`src/rtl/seq_alu_nbit_if.sv`:
```
// Operand/result streaming bus for seq_alu_nbit: valid/ready operand input and result output.
interface seq_alu_nbit_if #(
  parameter int unsigned W = 8
);
  logic         in_valid;
  logic         in_ready;
  logic [W-1:0] inbus;
  logic         out_valid;
  logic         out_ready;
  logic [W-1:0] outbus;
  logic         out_last;

  modport master (
    output in_valid, inbus, out_ready,
    input  in_ready, out_valid, outbus, out_last
  );

  modport slave (
    input  in_valid, inbus, out_ready,
    output in_ready, out_valid, outbus, out_last
  );
endinterface

```
`src/rtl/seq_alu_nbit.sv`:
```
// Sequential W-bit ALU: add, sub, Booth radix-2 signed multiply, non-restoring unsigned divide.
// Division is built only when SEQ_ALU_DIV_EN is defined; otherwise op=11 just flags err.
module seq_alu_nbit #(
  parameter int unsigned W = 8
) (
  input  logic       CLK,
  input  logic       Clr,
  input  logic       start,
  input  logic [1:0] op,
  output logic       busy,
  output logic       err,
  output logic       carry,
  seq_alu_nbit_if.slave bus
);
  localparam int unsigned CNT_W = $clog2(W + 1);

  localparam logic [1:0] OP_ADD = 2'b00;
  localparam logic [1:0] OP_SUB = 2'b01;
  localparam logic [1:0] OP_MUL = 2'b10;
  localparam logic [1:0] OP_DIV = 2'b11;

  typedef enum logic [3:0] {
    IDLE, LOAD_A, LOAD_Q, LOAD_M, CHECK, EXEC, CORR, OUT_A, OUT_Q
  } state_t;

  state_t           state;
  logic [1:0]       op_q;
  logic [W-1:0]     a;
  logic [W-1:0]     q;
  logic [W-1:0]     m;
  logic             q_1;
  logic [CNT_W-1:0] cnt;

  logic             is_sub;
  logic             is_addsub;
  logic [W:0]       addsub_res;
  logic [W:0]       mul_sum;

  // Booth add/sub done one bit wider so M = most negative value cannot overflow
  always_comb begin
    is_sub     = (op_q == OP_SUB);
    is_addsub  = (op_q == OP_ADD) || is_sub;
    addsub_res = {1'b0, a} + {1'b0, m ^ {W{is_sub}}} + (W+1)'(is_sub);
    unique case ({q[0], q_1})
      2'b01:   mul_sum = {a[W-1], a} + {m[W-1], m};
      2'b10:   mul_sum = {a[W-1], a} - {m[W-1], m};
      default: mul_sum = {a[W-1], a};
    endcase
  end

`ifdef SEQ_ALU_DIV_EN
  logic       r_msb;
  logic [W:0] div_shift;
  logic [W:0] div_r_next;

  // Partial remainder R = {r_msb, a}; shift in next dividend bit then add or subtract divisor
  always_comb begin
    div_shift  = {a, q[W-1]};
    div_r_next = r_msb ? (div_shift + {1'b0, m}) : (div_shift - {1'b0, m});
  end
`endif

  always_ff @(posedge CLK or posedge Clr) begin
    if (Clr) begin
      state <= IDLE;
      op_q  <= OP_ADD;
      a     <= '0;
      q     <= '0;
      m     <= '0;
      q_1   <= 1'b0;
      cnt   <= '0;
      err   <= 1'b0;
      carry <= 1'b0;
`ifdef SEQ_ALU_DIV_EN
      r_msb <= 1'b0;
`endif
    end else begin
      unique case (state)
        IDLE: begin
          if (start) begin
            op_q  <= op;
            err   <= 1'b0;
            carry <= 1'b0;
            cnt   <= '0;
            q_1   <= 1'b0;
            unique case (op)
              OP_MUL: begin
                a     <= '0;
                state <= LOAD_Q;
              end
`ifdef SEQ_ALU_DIV_EN
              OP_DIV:  state <= LOAD_A;
`else
              OP_DIV:  err <= 1'b1;
`endif
              default: state <= LOAD_A;
            endcase
          end
        end
        LOAD_A: if (bus.in_valid) begin
          a     <= bus.inbus;
          state <= (op_q == OP_DIV) ? LOAD_Q : LOAD_M;
        end
        LOAD_Q: if (bus.in_valid) begin
          q     <= bus.inbus;
          state <= LOAD_M;
        end
        LOAD_M: if (bus.in_valid) begin
          m     <= bus.inbus;
`ifdef SEQ_ALU_DIV_EN
          state <= (op_q == OP_DIV) ? CHECK : EXEC;
`else
          state <= EXEC;
`endif
        end
`ifdef SEQ_ALU_DIV_EN
        // Quotient would not fit in W bits (also catches divide by zero)
        CHECK: begin
          r_msb <= 1'b0;
          if (a >= m) begin
            err   <= 1'b1;
            state <= OUT_A;
          end else begin
            state <= EXEC;
          end
        end
        CORR: begin
          if (r_msb) a <= a + m;
          r_msb <= 1'b0;
          state <= OUT_A;
        end
`endif
        EXEC: begin
          if (is_addsub) begin
            {carry, a} <= addsub_res;
            state      <= OUT_A;
          end else if (op_q == OP_MUL) begin
            a     <= mul_sum[W:1];
            q     <= {mul_sum[0], q[W-1:1]};
            q_1   <= q[0];
            cnt   <= cnt + CNT_W'(1);
            if (cnt == CNT_W'(W - 1)) state <= OUT_A;
          end else begin
`ifdef SEQ_ALU_DIV_EN
            {r_msb, a} <= div_r_next;
            q          <= {q[W-2:0], ~div_r_next[W]};
            cnt        <= cnt + CNT_W'(1);
            if (cnt == CNT_W'(W - 1)) state <= CORR;
`else
            state <= IDLE;
`endif
          end
        end
        OUT_A: if (bus.out_ready) state <= is_addsub ? IDLE : OUT_Q;
        OUT_Q: if (bus.out_ready) state <= IDLE;
        default: state <= IDLE;
      endcase
    end
  end

  // Status and bus outputs are pure decodes of registered state
  assign busy          = (state != IDLE);
  assign bus.in_ready  = (state == LOAD_A) || (state == LOAD_Q) || (state == LOAD_M);
  assign bus.out_valid = (state == OUT_A) || (state == OUT_Q);
  assign bus.out_last  = ((state == OUT_A) && is_addsub) || (state == OUT_Q);
  assign bus.outbus    = (state == OUT_A) ? a : ((state == OUT_Q) ? q : '0);

endmodule

```
`src/flat_wrapper.sv`:
```
// flat-port wrapper written by rule: the top's interface ports become plain ports
module seq_alu_nbit_flat 
#(
  parameter int unsigned W = 8
)
  (CLK, Clr, start, op, busy, err, carry, bus_in_valid, bus_inbus, bus_out_ready, bus_in_ready, bus_out_valid, bus_outbus, bus_out_last);
  seq_alu_nbit_if #(.W(W)) bus_i ();
  input  logic CLK;
  input  logic Clr;
  input  logic start;
  input  logic [1:0] op;
  output logic busy;
  output logic err;
  output logic carry;
  input wire logic [$bits(bus_i.in_valid)-1:0] bus_in_valid;
  input wire logic [$bits(bus_i.inbus)-1:0] bus_inbus;
  input wire logic [$bits(bus_i.out_ready)-1:0] bus_out_ready;
  output wire logic [$bits(bus_i.in_ready)-1:0] bus_in_ready;
  output wire logic [$bits(bus_i.out_valid)-1:0] bus_out_valid;
  output wire logic [$bits(bus_i.outbus)-1:0] bus_outbus;
  output wire logic [$bits(bus_i.out_last)-1:0] bus_out_last;
  assign bus_i.in_valid = bus_in_valid;
  assign bus_i.inbus = bus_inbus;
  assign bus_i.out_ready = bus_out_ready;
  assign bus_in_ready = bus_i.in_ready;
  assign bus_out_valid = bus_i.out_valid;
  assign bus_outbus = bus_i.outbus;
  assign bus_out_last = bus_i.out_last;
  seq_alu_nbit #(.W(W)) u_core (.CLK(CLK), .Clr(Clr), .start(start), .op(op), .busy(busy), .err(err), .carry(carry), .bus(bus_i));
endmodule
```
`config.mk`:
```
export PLATFORM = sky130hd
export DESIGN_NAME = seq_alu_nbit_flat
export DESIGN_NICKNAME = d
export VERILOG_FILES = /design/src/rtl/seq_alu_nbit_if.sv /design/src/rtl/seq_alu_nbit.sv /design/src/flat_wrapper.sv
export SDC_FILE = /design/constraint.sdc
export NUM_CORES = 1
export LEC_CHECK = 0
export CAP_MARGIN = 5
export CORE_MARGIN = 5
export CORE_UTILIZATION = 60
export DETAILED_ROUTE_END_ITERATION = 10
export PLACE_DENSITY_LB_ADDON = 0.3
export SYNTH_ARGS = -nofsm -noshare
export SYNTH_HDL_FRONTEND = slang
export SYNTH_SLANG_ARGS = --single-unit
```
`constraint.sdc`:
```
create_clock -name CLK -period 8.3 [get_ports CLK]
set_clock_uncertainty 0.1 [all_clocks]
set_input_delay 0.83 -clock CLK [delete_from_list [all_inputs] [get_ports CLK]]
set_output_delay 0.83 -clock CLK [all_outputs]
set_load 0.1 [all_outputs]
```
# Word level (Yosys, flattened, before mapping)
# Index checks and enable logic that the tools add are counted.
# word_totals
reg_bits	37
latch_bits	0
ram_bits	0
mem_bits_ro	0
inputBits	15
out_inout_bits	14
wordCells	100
mem_count	0
# classes
add_sub_neg	5
n_mul	0
div_mod_pow	0
n_lt_le_gt_ge	0
n_eq_ne	28
shift	0
muxes	36
bitwise_logic	1
n_reduce_logical	20
# ops
operator	count
2-to-1 mux 8 bit	9
2-to-1 mux 4 bit	13
case mux 4 bit (7 select lines)	1
case mux 8 bit (3 select lines)	1
adder 8 x 8 -> 9 bit	2
!= test 2 bit, second input constant	9
case mux 9 bit (2 select lines)	1
case mux 4 bit (2 select lines)	2
case mux 8 bit (2 select lines)	1
== test 4 x 3 -> 1 bit, second input constant	3
== test 2 bit, second input constant	5
adder 9 x 1 -> 9 bit	1
subtractor 8 x 8 -> 9 bit	1
== test 4 x 2 -> 1 bit, second input constant	2
!= test 4 x 3 -> 1 bit, second input constant	2
AND reduction 4 bit	2
AND reduction 8 bit	1
XOR 8 bit	1
2-to-1 mux 1 bit	6
AND reduction 6 bit	1
logical OR 1 bit	5
AND reduction 5 bit	1
adder 4 x 1 -> 4 bit, second input constant	1
== test 2 x 1 -> 1 bit, second input constant	2
13 further kinds	17

# Logic depth before layout (Yosys ltp)
# depth
word_depth	6
depth_mapped	12
depth_no_buf	12

# Worst setup path before layout
# Ideal clock, no wire load.
# synth_timing
path_type	register to output
startpoint	register u_core.state[2]
endpoint	output port bus_out_last
t_arrival_ps	2983
required_time_ps	7370
slack_ps	4387
stages_incl_launch_ff	5
path_buffers	2
path_cell_list	dfrtp_1 -> buf_6 -> clkbuf_1 -> nand3_1 -> o21ai_0
# synth_between
elab_chain_len	3
word_cells_on_any_way	4
cone_classes	eq/ne: 2; reduce/logical: 2
# synth_rtl
item	line_no	text
start: declaration	seq_alu_nbit.sv:26	state_t state;
start signal: assignment	seq_alu_nbit.sv:102	state <= (op_q == OP_DIV) ? LOAD_Q : LOAD_M;
start signal: assignment	seq_alu_nbit.sv:154	OUT_A: if (bus.out_ready) state <= is_addsub ? IDLE : OUT_Q;
== test 4 x 3 -> 1 bit	seq_alu_nbit.sv:165	assign bus.out_last = ((state == OUT_A) && is_addsub) || (state == OUT_Q);
logical AND 1 bit	seq_alu_nbit.sv:165	
logical OR 1 bit (*)	seq_alu_nbit.sv:165	
end: declaration	flat_wrapper.sv:21	output wire logic [$bits(bus_i.out_last)-1:0] bus_out_last;
# Every way passes the cells marked *; elsewhere a longest branch is shown, timed or not.

# Worst setup path after layout
# layout_timing
startpoint	register u_core.state[2]
endpoint	output port bus_out_valid
# layout_between
elab_chain_len	2
word_cells_on_any_way	3
cone_classes	eq/ne: 2; reduce/logical: 1
# layout_rtl
item	line_no	text
== test 4 x 3 -> 1 bit or == test 4 bit (tied branches)	seq_alu_nbit.sv:164	assign bus.out_valid = (state == OUT_A) || (state == OUT_Q);
logical OR 1 bit (*)	seq_alu_nbit.sv:164	
end: declaration	flat_wrapper.sv:19	output wire logic [$bits(bus_i.out_valid)-1:0] bus_out_valid;
# Marks and branches as above.

==> impl_metrics.json <==
{
  "run_status": "complete, no violations",
  "critical_path.slowest_cell": "sky130_fd_sc_hd__clkdlybuf4s50_1",
  "estimated_wirelength_of_the_detail_placed_design_mm": 5.98,
  "maxSlewHeadroom_pct": 34.9,
  "first_iter_violations": 198,
  "period_share_pct": 47.4,
  "yosys.cell_types.count": 61,
  "routed_wirelength_mm": 8.02,
  "final_cell_count_no_fill": 438,
  "syn_area_sq_um": 3050,
  "startpoint": "u_core.state[2]$_DFFE_PP0P_",
  "place.port_buffers": 28,
  "commonest_register_cell_after_synthesis": "sky130_fd_sc_hd__dfrtp_1",
  "number_of_enable_flip_flop_cells_after_synthesis": 0,
  "yosysWarnings": 0,
  "critical_path.reg2reg.startpoint": "u_core.op_q[1]$_DFFE_PP0P_",
  "final-hold-violation-count": 0,
  "worst_hold_slack_ns": 0.388,
  "synth_area_per_cell_sq_um": 8.74,
  "post_route_cells_drive_above_1_share_pct": 7.88,
  "globalplace.congestion": 0.892,
  "cp_max_fo": 19,
  "grt_pass1_wl_mm": 13.5,
  "clk_pin_slew_ns": 0.08,
  "cts_hold_buffers": 0,
  "setup_violations": 0,
  "cts-buffers-inserted": 5,
  "ctsHtreeMaxLevel": 2,
  "fp.coreArea_sq_um": 5010,
  "post-route-drc-count": 0,
  "syn_inst": 349,
  "numPlacedInstances": 430,
  "post_cts.repair.setup_buffers": 0,
  "vias": 2762,
  "clkLatencyLatePin_ns": 0.29,
  "max_cap_viol_count": 0,
  "synth_seq_cells": 37,
  "final.fill_count": 425,
  "async_set_or_reset_flop_fraction_in_the_synthesized_netlist_pct": 100,
  "design.final.nets": 403,
  "synth_sequential_area_ratio_pct": 30.4,
  "track_usage_pct": 26.3,
  "crit_buf_inv": 2,
  "first_global_vias": 2733,
  "number_of_cell_rows": 26,
  "die_outline_height_um": 81.3,
  "ctsLongestPathBuffers": 2,
  "max_slew.worst_pin.slew_ns": 0.973,
  "die_x_um": 81.3,
  "quantity_of_gates_resized_following_cts": 0,
  "setup.worst_path.start_class": "flip-flop",
  "critPathKind": "reg -> out",
  "timing.critical_path.arrival_ns": 3.00,
  "globalRoute.totalOverflow": 0,
  "final_common_cell": "sky130_fd_sc_hd__dfrtp_1",
  "syn-num-nets": 385,
  "dieArea_sq_um": 6610,
  "layout_common_cells": "sky130_fd_sc_hd__dfrtp_1 (37), sky130_fd_sc_hd__nand2_1 (36), sky130_fd_sc_hd__nor2_1 (28), sky130_fd_sc_hd__o21ai_0 (28), sky130_fd_sc_hd__clkdlybuf4s50_1 (28)",
  "areaGrowthSynthToFinish_pct": 12.4,
  "critical_path.endpoint_type": "output port",
  "antennaDiodeCount": 0,
  "pin_count_of_the_biggest_net_entering_global_routing": 38,
  "clock_tree_from_tritoncts": "built",
  "holdCritPathClass": "reg -> reg",
  "slew_viol_final": 0,
  "clock-sinks": 37,
  "setup_total_negative_slack_ns": 0,
  "dr.pass1.iters": 5,
  "hold_start": "u_core.err$_DFFE_PP0P_",
  "max_clock_freq_mhz": 254,
  "final_antenna_net_count": 0,
  "avgRoutedWirePerCell_um": 18.3,
  "cell_chain_of_the_critical_path": "nor4b_2 > nor2_1 > inv_1 > clkdlybuf4s50_1",
  "routed_via_density": 6.31,
  "cts_root_buf": "sky130_fd_sc_hd__clkbuf_8",
  "number_of_antenna_violations_at_the_first_check_in_global_routing": 0,
  "io_pins": 29,
  "initial_core_util_pct": 60.9,
  "critPathRequiredTime_ns": 7.37,
  "worst_path_largest_cell_delay_ns": 1.13,
  "shortest_clock_period_the_worst_path_allows_after_layout_ns": 3.93,
  "rsz0062_at_grt": "no",
  "top_delay_family_on_crit_path": "buffers and inverters"
}
-- Yosys cell counts, drive strengths merged (2+ instances only) --
library cell	n	area, sq um
o21ai	28	140
nor2	30	123
nand2b	7	43.8
buf	8	57.6
o31a	2	17.5
xnor2	18	158
fa	2	40.0
nor3	6	30.0
nand3	6	42.5
clkbuf	10	37.5
ha	19	238
a31o	2	17.5
nor3b	2	15.0
nor4b	2	23.8
mux2	8	90.1
nor2b	7	43.8
a22o	8	70.1
dfrtp	37	926
o31ai	2	15.0
a211oi	4	30.0
and3	4	25.0
a21boi	3	22.5
o41ai	2	17.5
a31oi	5	37.5
o211ai	5	37.5
xor2	3	26.3
a21oi	21	105
mux2i	9	90.1
nand2	37	141
inv	17	63.8
o22ai	6	37.5
o21a	8	60.1
-- tightest hold or removal path: cells and delay by family (launching register included) --
kind	cells	cell delay, ns
flops	1	0.35
simple gates	1	0.05
compound gates	1	0.06
-- layer usage --
layer	track usage, %	vias up	wire, um	part of all wire (%)
li1	-	1299	-	-
met1	36.4	1329	3600	45
met2	40.6	114	3710	46
met3	5.76	20	543	6.8
met4	8.61	0	167	2.1
met5	0	-	0	0
-- flip-flops by register name, indices dropped and copies added, names as in the netlist --
| register | flops |
|---|---|
| u_core.q_1 | 1 |
| u_core.a | 8 |
| u_core.op_q | 2 |
| u_core.state | 4 |
| u_core.carry | 1 |
| u_core.m | 8 |
| u_core.err | 1 |
| u_core.cnt | 4 |
| u_core.q | 8 |
-- kinds of logic after synthesis --
family / share of synthesized area, %
fa+ha+maj: 9.11
buf+inv: 5.21
simple gates: 19.0
compound gates: 24.4
mux: 5.91
xor+xnor: 6.03
flops: 30.4
-- path summary, 6_finish.rpt --
check	to	slack, ns	cells past startpoint
worst max-delay path	bus_out_valid	4.37	4
worst min-delay path	u_core.err$_DFFE_PP0P_	0.39	2
worst max register to register	u_core.a[4]$_DFFE_PP0P_	4.94	10
worst min register to register	u_core.err$_DFFE_PP0P_	0.39	2
max in group asynchronous	u_core.a[2]$_DFFE_PP0P_	6.92	3
min in group asynchronous	u_core.state[0]$_DFFE_PP0P_	0.83	3
-- layout make-up --
class	instances	area, sq um	share of cell area, %
Clock buffer	6	82.6	2.41
Clock inverter	2	13.8	0.402
Tap cell	70	87.6	2.56
Sequential cell	37	926	27.0
Inverter	17	63.8	1.86
Multi-Input combinational cell	277	1960	57.3
Timing Repair Buffer	29	288	8.40
-- through the flow --
stage	setup slack (ns)	instance area, sq um	util [%]
detailed placement	4.71	3330	66.5
global placement	4.72	3330	66.5
global route	4.20	3430	68.4
CTS	4.38	3430	68.4
floorplan	4.39	3050	-
finish	4.37	3430	68.4
Power is left out: the tool's default activity adds up to more than one toggle a clock period on the data nets, which glitch-free logic cannot reach.
